==> config.mk <==
export PLATFORM = sky130hd
export DESIGN_NAME = mult_station
export DESIGN_NICKNAME = d
export VERILOG_FILES = /design/src/rtl/mult_station.sv
export SDC_FILE = /design/constraint.sdc
export NUM_CORES = 2
export LEC_CHECK = 0
export ABC_AREA = 1
export CAP_MARGIN = 20
export CORE_ASPECT_RATIO = 2
export CORE_UTILIZATION = 37
export DETAILED_ROUTE_END_ITERATION = 6
export MAX_ROUTING_LAYER = met4
export SLEW_MARGIN = 20
export SYNTH_ARGS = -nofsm -noshare
export SYNTH_HDL_FRONTEND = slang
export SYNTH_SLANG_ARGS = --single-unit
==> constraint.sdc <==
create_clock -name clk -period 12.32 [get_ports clk]
set_input_delay 3.696 -clock clk [delete_from_list [all_inputs] [get_ports clk]]
set_output_delay 3.696 -clock clk [all_outputs]
set_load 0.1 [all_outputs]
==> src/rtl/mult_station.sv <==
// ---------------------------------------------------------------------------
// mult_station -- two-entry multiply reservation station (tags M0/M1) feeding
// a single multi-cycle multiply unit that broadcasts on multbus.
//
// Ports
//   clk        rising-edge clock
//   rst        synchronous, active-high reset
//   iss_valid  issue strobe
//   iss_tag    target entry tag (TAG_M0 / TAG_M1; anything else is refused)
//   iss_src1/2 {tag, value} operands; tag 8'h00 means the value is ready
//   loadbus    load result broadcast {tag, data}; tag 8'h00 = idle
//   addbus     add result broadcast {tag, data}; tag 8'h00 = idle
//   multbus    registered result broadcast {tag, product}; 0 when idle
//   m0_busy    entry M0 occupied
//   m1_busy    entry M1 occupied
//   iss_rej    one-cycle pulse after a refused issue
//
// Build option
//   MULT_SAT_EN  when defined, a product that overflows 32 bits is reported
//                as 32'hFFFFFFFF; otherwise the low 32 bits are reported.
// ---------------------------------------------------------------------------
module mult_station #(
   parameter int unsigned MUL_LAT = 3,
   parameter logic [7:0]  TAG_M0  = 8'h30,
   parameter logic [7:0]  TAG_M1  = 8'h31
) (
   input  logic        clk,
   input  logic        rst,
   input  logic        iss_valid,
   input  logic [7:0]  iss_tag,
   input  logic [39:0] iss_src1,
   input  logic [39:0] iss_src2,
   input  logic [39:0] loadbus,
   input  logic [39:0] addbus,
   output logic [39:0] multbus,
   output logic        m0_busy,
   output logic        m1_busy,
   output logic        iss_rej
);

   typedef enum logic {S_IDLE, S_BUSY} state_t;

   state_t           state_q, state_d;
   logic [1:0]       busy_q, busy_d;
   logic [1:0]       started_q, started_d;
   logic [1:0][39:0] src1_q, src1_d;    // {q, v} per entry
   logic [1:0][39:0] src2_q, src2_d;
   logic             old_q, old_d;      // index of the older entry
   logic             sel_q, sel_d;      // entry owned by the unit
   logic [3:0]       cnt_q, cnt_d;
   logic [31:0]      op1_q, op1_d, op2_q, op2_d;
   logic [39:0]      mb_q, mb_d;
   logic             rej_q, rej_d;

   logic [1:0]       ready;
   logic             pick;
   logic             iss_idx;
   logic             iss_legal;
   logic [31:0]      result;

   // Resolve a pending operand against the three result buses. A tag of 0
   // is already resolved, so an idle bus (tag 0) can never match.
   function automatic logic [39:0] snoop(input logic [39:0] opnd,
                                         input logic [39:0] lb,
                                         input logic [39:0] ab,
                                         input logic [39:0] mb);
      logic [7:0] q;
      q = opnd[39:32];
      if (q == 8'h00)        return opnd;
      if (lb[39:32] == q)    return {8'h00, lb[31:0]};
      if (ab[39:32] == q)    return {8'h00, ab[31:0]};
      if (mb[39:32] == q)    return {8'h00, mb[31:0]};
      return opnd;
   endfunction

`ifdef MULT_SAT_EN
   logic [63:0] prod;
   assign prod   = {32'h0, op1_q} * {32'h0, op2_q};
   assign result = (prod[63:32] != 32'h0) ? 32'hFFFF_FFFF : prod[31:0];
`else
   assign result = op1_q * op2_q;
`endif

   always_comb begin
      for (int i = 0; i < 2; i++) begin
         ready[i] = busy_q[i] & ~started_q[i] &
                    (src1_q[i][39:32] == 8'h00) & (src2_q[i][39:32] == 8'h00);
      end
   end

   // Both ready: the older one wins (age bit resets to M0).
   assign pick      = (ready[0] & ready[1]) ? old_q : ready[1];
   assign iss_idx   = (iss_tag == TAG_M1);
   assign iss_legal = (iss_tag == TAG_M0) || (iss_tag == TAG_M1);

   always_comb begin
      state_d   = state_q;
      busy_d    = busy_q;
      started_d = started_q;
      src1_d    = src1_q;
      src2_d    = src2_q;
      old_d     = old_q;
      sel_d     = sel_q;
      cnt_d     = cnt_q;
      op1_d     = op1_q;
      op2_d     = op2_q;
      mb_d      = '0;
      rej_d     = 1'b0;

      for (int i = 0; i < 2; i++) begin
         if (busy_q[i]) begin
            src1_d[i] = snoop(src1_q[i], loadbus, addbus, mb_q);
            src2_d[i] = snoop(src2_q[i], loadbus, addbus, mb_q);
         end
      end

      case (state_q)
         S_IDLE: begin
            if (|ready) begin
               sel_d            = pick;
               op1_d            = src1_q[pick][31:0];
               op2_d            = src2_q[pick][31:0];
               started_d[pick]  = 1'b1;
               cnt_d            = 4'(MUL_LAT - 1);
               state_d          = S_BUSY;
            end
         end
         S_BUSY: begin
            if (cnt_q == 4'd0) begin
               mb_d              = {(sel_q ? TAG_M1 : TAG_M0), result};
               busy_d[sel_q]     = 1'b0;
               started_d[sel_q]  = 1'b0;
               state_d           = S_IDLE;
            end else begin
               cnt_d = cnt_q - 4'd1;
            end
         end
         default: state_d = S_IDLE;
      endcase

      // A busy target is never the one freed this edge, so the issue write
      // never collides with the broadcast clear above.
      if (iss_valid) begin
         if (iss_legal && !busy_q[iss_idx]) begin
            busy_d[iss_idx]    = 1'b1;
            started_d[iss_idx] = 1'b0;
            src1_d[iss_idx]    = snoop(iss_src1, loadbus, addbus, mb_q);
            src2_d[iss_idx]    = snoop(iss_src2, loadbus, addbus, mb_q);
            old_d              = busy_q[~iss_idx] ? ~iss_idx : iss_idx;
         end else begin
            rej_d = 1'b1;
         end
      end
   end

   always_ff @(posedge clk) begin
      if (rst) begin
         state_q   <= S_IDLE;
         busy_q    <= '0;
         started_q <= '0;
         src1_q    <= '0;
         src2_q    <= '0;
         old_q     <= 1'b0;
         sel_q     <= 1'b0;
         cnt_q     <= '0;
         op1_q     <= '0;
         op2_q     <= '0;
         mb_q      <= '0;
         rej_q     <= 1'b0;
      end else begin
         state_q   <= state_d;
         busy_q    <= busy_d;
         started_q <= started_d;
         src1_q    <= src1_d;
         src2_q    <= src2_d;
         old_q     <= old_d;
         sel_q     <= sel_d;
         cnt_q     <= cnt_d;
         op1_q     <= op1_d;
         op2_q     <= op2_d;
         mb_q      <= mb_d;
         rej_q     <= rej_d;
      end
   end

   assign multbus = mb_q;
   assign m0_busy = busy_q[0];
   assign m1_busy = busy_q[1];
   assign iss_rej = rej_q;

endmodule
==> summary by stage <==
Run status
The run finished with clean final reports.

Timing
Static timing analysis puts the maximum clock frequency at 0.125 GHz. The max-slew violation count is 0. The final setup violation count is 0. Across all hold checks on the routed design, the worst slack comes to 0.477 ns.

The worst-case headroom to the max-slew limit is 21.9%. The pin slew with the least headroom to its limit is 1.17 ns. The final critical-path required period is 7.99 ns.

The number of hold violations in the final report is 0. The final critical path takes up 64.8% of the cycle. Setup repair after global routing left no endpoint under its margin. Adding up every negative setup slack in the final design gives 0 ns.

The clock arrives with 0.0323 ns of skew.

Final layout
In the final layout, the share of cells above drive strength 1 is 4.25%. The number of nets at the end of the flow is 5937. Fill cells in the final layout number 9992. Excluding fillers, the count of instances in the completed layout stands at 6475. At the end of the flow the core is filled with cells to 41.3%. From synthesis to final layout, the design area changed by 10.6%.

Synth
The total of warnings raised by yosys is 0. Among all flip-flop cells after synthesis, the most frequent one is dfxtp_1. In the synthesized netlist, the number of instances is 5245.

The synthesized area is 35500 sq um. For this run, the register share of the synthesized area comes to 15.2%. In this run, synthesis inferred 0 flip-flops with an integrated enable. Of all flip-flops after synthesis, the portion carrying an async set or reset was 0%. The number of distinct library cell variants in the gate-level netlist after synthesis is 55. Each instance of the synthesized netlist takes up on average 6.76 sq um. The synthesized design contains 270 register bits.

Global routing
The first global-routing pass estimated 233 mm of wire. Entering global routing, the biggest net connects 71 pins. The number of global-route vias before repair came to 37.0k. The number of antenna violations at the first check in global routing was 10. Global routing consumed, over all layers together, 33.4% of the routing resources. After global routing the overflow that remains totals 0.

Pwr
The largest voltage drop on the vdd net is 0.114 mV. The cell leakage power is 0.0193 uW. The sequential share of power is 44.4%. For this design the ratio of total power to cell area is 50.3 nW/um^2. The cell-internal power is 1410 uW.

The clock network fraction of total power is 44.6%. Combinational logic burns 11.0% of the power. The switching power of the nets is 559 uW. Total power for the finished layout comes to 1970 uW.

The proportion of total power due to net switching is 28.4%.

Clock network
The clock net in this run drives a total of 270 sinks. TritonCTS built the clock tree. For the worst-skew pair, the clock arrives at the later sink with an insertion delay of 0.63 ns. The number of buffers between clock root and the deepest sink is 3. In this run, post-CTS hold repair placed 0 buffers.

The buffers inserted during post-CTS setup optimization is 0. The number of gates resized after CTS was 0. The tree is rooted in a clkbuf_16. In this run, CTS created clock tree buffers numbering 26.

CTS built an H-tree with a depth of 1. Clock-pin slew was measured on the worst setup and hold paths at 0.08 ns.

Min path
The count of cells along the worst hold path is 1. The worst min-delay path class is reg2reg.

Route
The detail route stage leaves a number of antenna-violating nets equal to 0. The detailed-route DRC error count is 0. Dividing the detail-routed via count by the number of cells gives 5.60. The number of DRC markers in iteration 0 is 2768. The total vias in the final route is 36.2k. Summed over all layers, the routed wires come to 158 mm. The routed wirelength normalized by instance count is 24.4 microns. The first-pass iteration count of the detailed router is 6.

Placed design
In this run the tool buffered the top-level ports with 208 buffer cells. The estimated wirelength of the detail-placed design is 117 mm. At the end of routability-driven placement, the weighted congestion stood at 1.04. Counting tap cells, the placed design contains a total of 6421 instances.

Floorplan
The cell row count is 160. The area of the placeable core is 95100 sq um. The number of top-level pins is 214. The full die area is 97200 sq um.

The die width is 221 microns. The effective utilization at floorplan is 37.3%. The height of the chip is 440 microns.

Worst setup path
The data required time of the critical path is 12.84 ns. The critical path is of the reg2reg type. Data arrives at the worst endpoint at 8.51 ns.

The endpoint kind of the worst setup timing path is a flop. The worst setup path is launched from a flop. Counting cells, the worst reg-to-reg path comes to 21.

In this run the worst path has a maximum fanout of 21. Across all register-to-register paths, the minimum setup slack is 4.33 ns.

Run
Max-cap violations in this run came to 0.
[area by class of cell]
type | count | area, sq um | area share [%]
inverters | 1131 | 4250 | 10.8
flip-flops and latches | 270 | 5410 | 13.8
repair buffers | 289 | 2690 | 6.84
clock inverters | 9 | 109 | 0.277
diodes | 10 | 25.0 | 0.0638
clock buffers | 35 | 734 | 1.87
well taps | 1215 | 1520 | 3.87
multi-input cells | 3516 | 24500 | 62.5
[per-stage QoR]
stage / setup WS (ns) / area [sq um]
2_1_floorplan: 5.87 / 35500
3_3_place_gp: 4.35 / 38400
3_5_place_dp: 4.45 / 38400
4_1_cts: 4.42 / 39200
5_1_grt: 4.20 / 39200
6_report: 4.33 / 39200
[worst paths after layout]
| kind | start | end |
|---|---|---|
| setup / recovery | op2_q[12] | multbus[30] |
| hold / removal | cnt_q[3] | cnt_q[3] |
| hold reg to reg | cnt_q[3] | cnt_q[3] |
| setup reg to reg | op2_q[12] | multbus[30] |
[synth_stat cells (5+ instances only)]
cell       count  area [sq um]
nor4_1         9          56.3
nand2_2        5          31.3
a211oi_1       6          45.0
buf_1         30           113
o221ai_1      28           245
clkbuf_1     226           848
o21bai_1       6          45.0
o22ai_1       25           156
nor2_2         6          37.5
nor2_1       137           514
o211ai_1     301          2260
nand3b_1       6          45.0
ha_1         124          1550
dfxtp_1      270          5410
or2_1          8          50.1
a21oi_1      194           971
nor3_1        30           150
xnor2_1       35           307
inv_1       1111          4170
fa_1         408          8170
nand3_1      160           801
o2111ai_1     13           114
a31oi_1       32           200
nand4_1       51           319
inv_2         16          60.1
xor2_1        52           455
o211ai_2       5          62.6
o21ai_1       19          95.1
nand2_1     1437          5390
or2_2         27           169
o21ai_0      327          1640
buf_2         61           305
buf_4         11          82.6
o21a_1        29           218
[worst max-delay path, stage by stage, from the launching register on]
cell and delay, ns:
dfxtp_1 1.10, nand2_1 0.18, fa_1 0.57, fa_1 0.44
fa_1 0.55, inv_1 0.06, fa_1 0.49, inv_1 0.05
fa_1 0.53, inv_1 0.05, fa_1 0.49, fa_1 0.54
fa_1 0.44, ha_1 0.60, nand2_1 0.17, nor2_1 0.21
inv_1 0.15, nor4_1 0.56, nand3_1 0.31, nand2_1 0.14
nand2_1 0.05, a21oi_1 0.19
[placed cells by master (no fill, tap or decap), types with 10 or more instances in the layout]
master	netlist	routed
o21ai_0	327	327
a31oi_1	32	32
nand3_1	160	157
ha_1	124	124
clkbuf_16	0	26
nor2_1	137	134
fa_1	408	408
or2_2	27	27
xor2_1	52	52
nand2_2	5	12
dfxtp_1	270	270
nand4_1	51	51
o2111ai_1	13	13
a21oi_1	194	194
o21ai_1	19	19
diode_2	0	10
inv_2	16	20
buf_4	11	81
nand2_1	1437	1430
nor3_1	30	29
o22ai_1	25	25
o221ai_1	28	28
o211ai_1	301	301
o21a_1	29	29
clkdlybuf4s50_1	0	207
xnor2_1	35	35
inv_1	1111	1108
[registers in the layout, summed over array words and instances, names as in the netlist]
| signal | flops |
|---|---|
| src1_q | 80 |
| src2_q | 80 |
| multbus | 34 |
| op1_q | 32 |
| op2_q | 32 |
| cnt_q | 4 |
| busy_q | 2 |
| started_q | 2 |
| iss_rej | 1 |
| old_q | 1 |
| sel_q | 1 |
| state_q | 1 |
[cell families after synthesis]
kind of cell    synth area share, %
fa+ha+maj                      27.4
buf+inv                        15.9
simple gates                   22.0
flops                          15.2
xor+xnor                       2.15
compound gates                 17.3
other cells                  0.0106
[power by group through the flow]
stage	sequential [uW]	combinational, uW	clock, uW
3_5_place_dp	897	210	0
4_1_cts	876	211	882
5_1_grt	876	227	907
3_3_place_gp	897	210	0
2_1_floorplan	896	91.9	0
6_report	876	217	879
[metal layers]
| metal | part of all wire [%] | GRT usage (%) | vias to the layer above |
|---|---|---|---|
| li1 | - | - | 16293 |
| met1 | 31 | 30.2 | 17276 |
| met2 | 50 | 58.4 | 1872 |
| met3 | 7.5 | 6.20 | 791 |
| met4 | 12 | 32.6 | 0 |
| met5 | 0 | - | - |
Power figures use the tool's default switching activity.
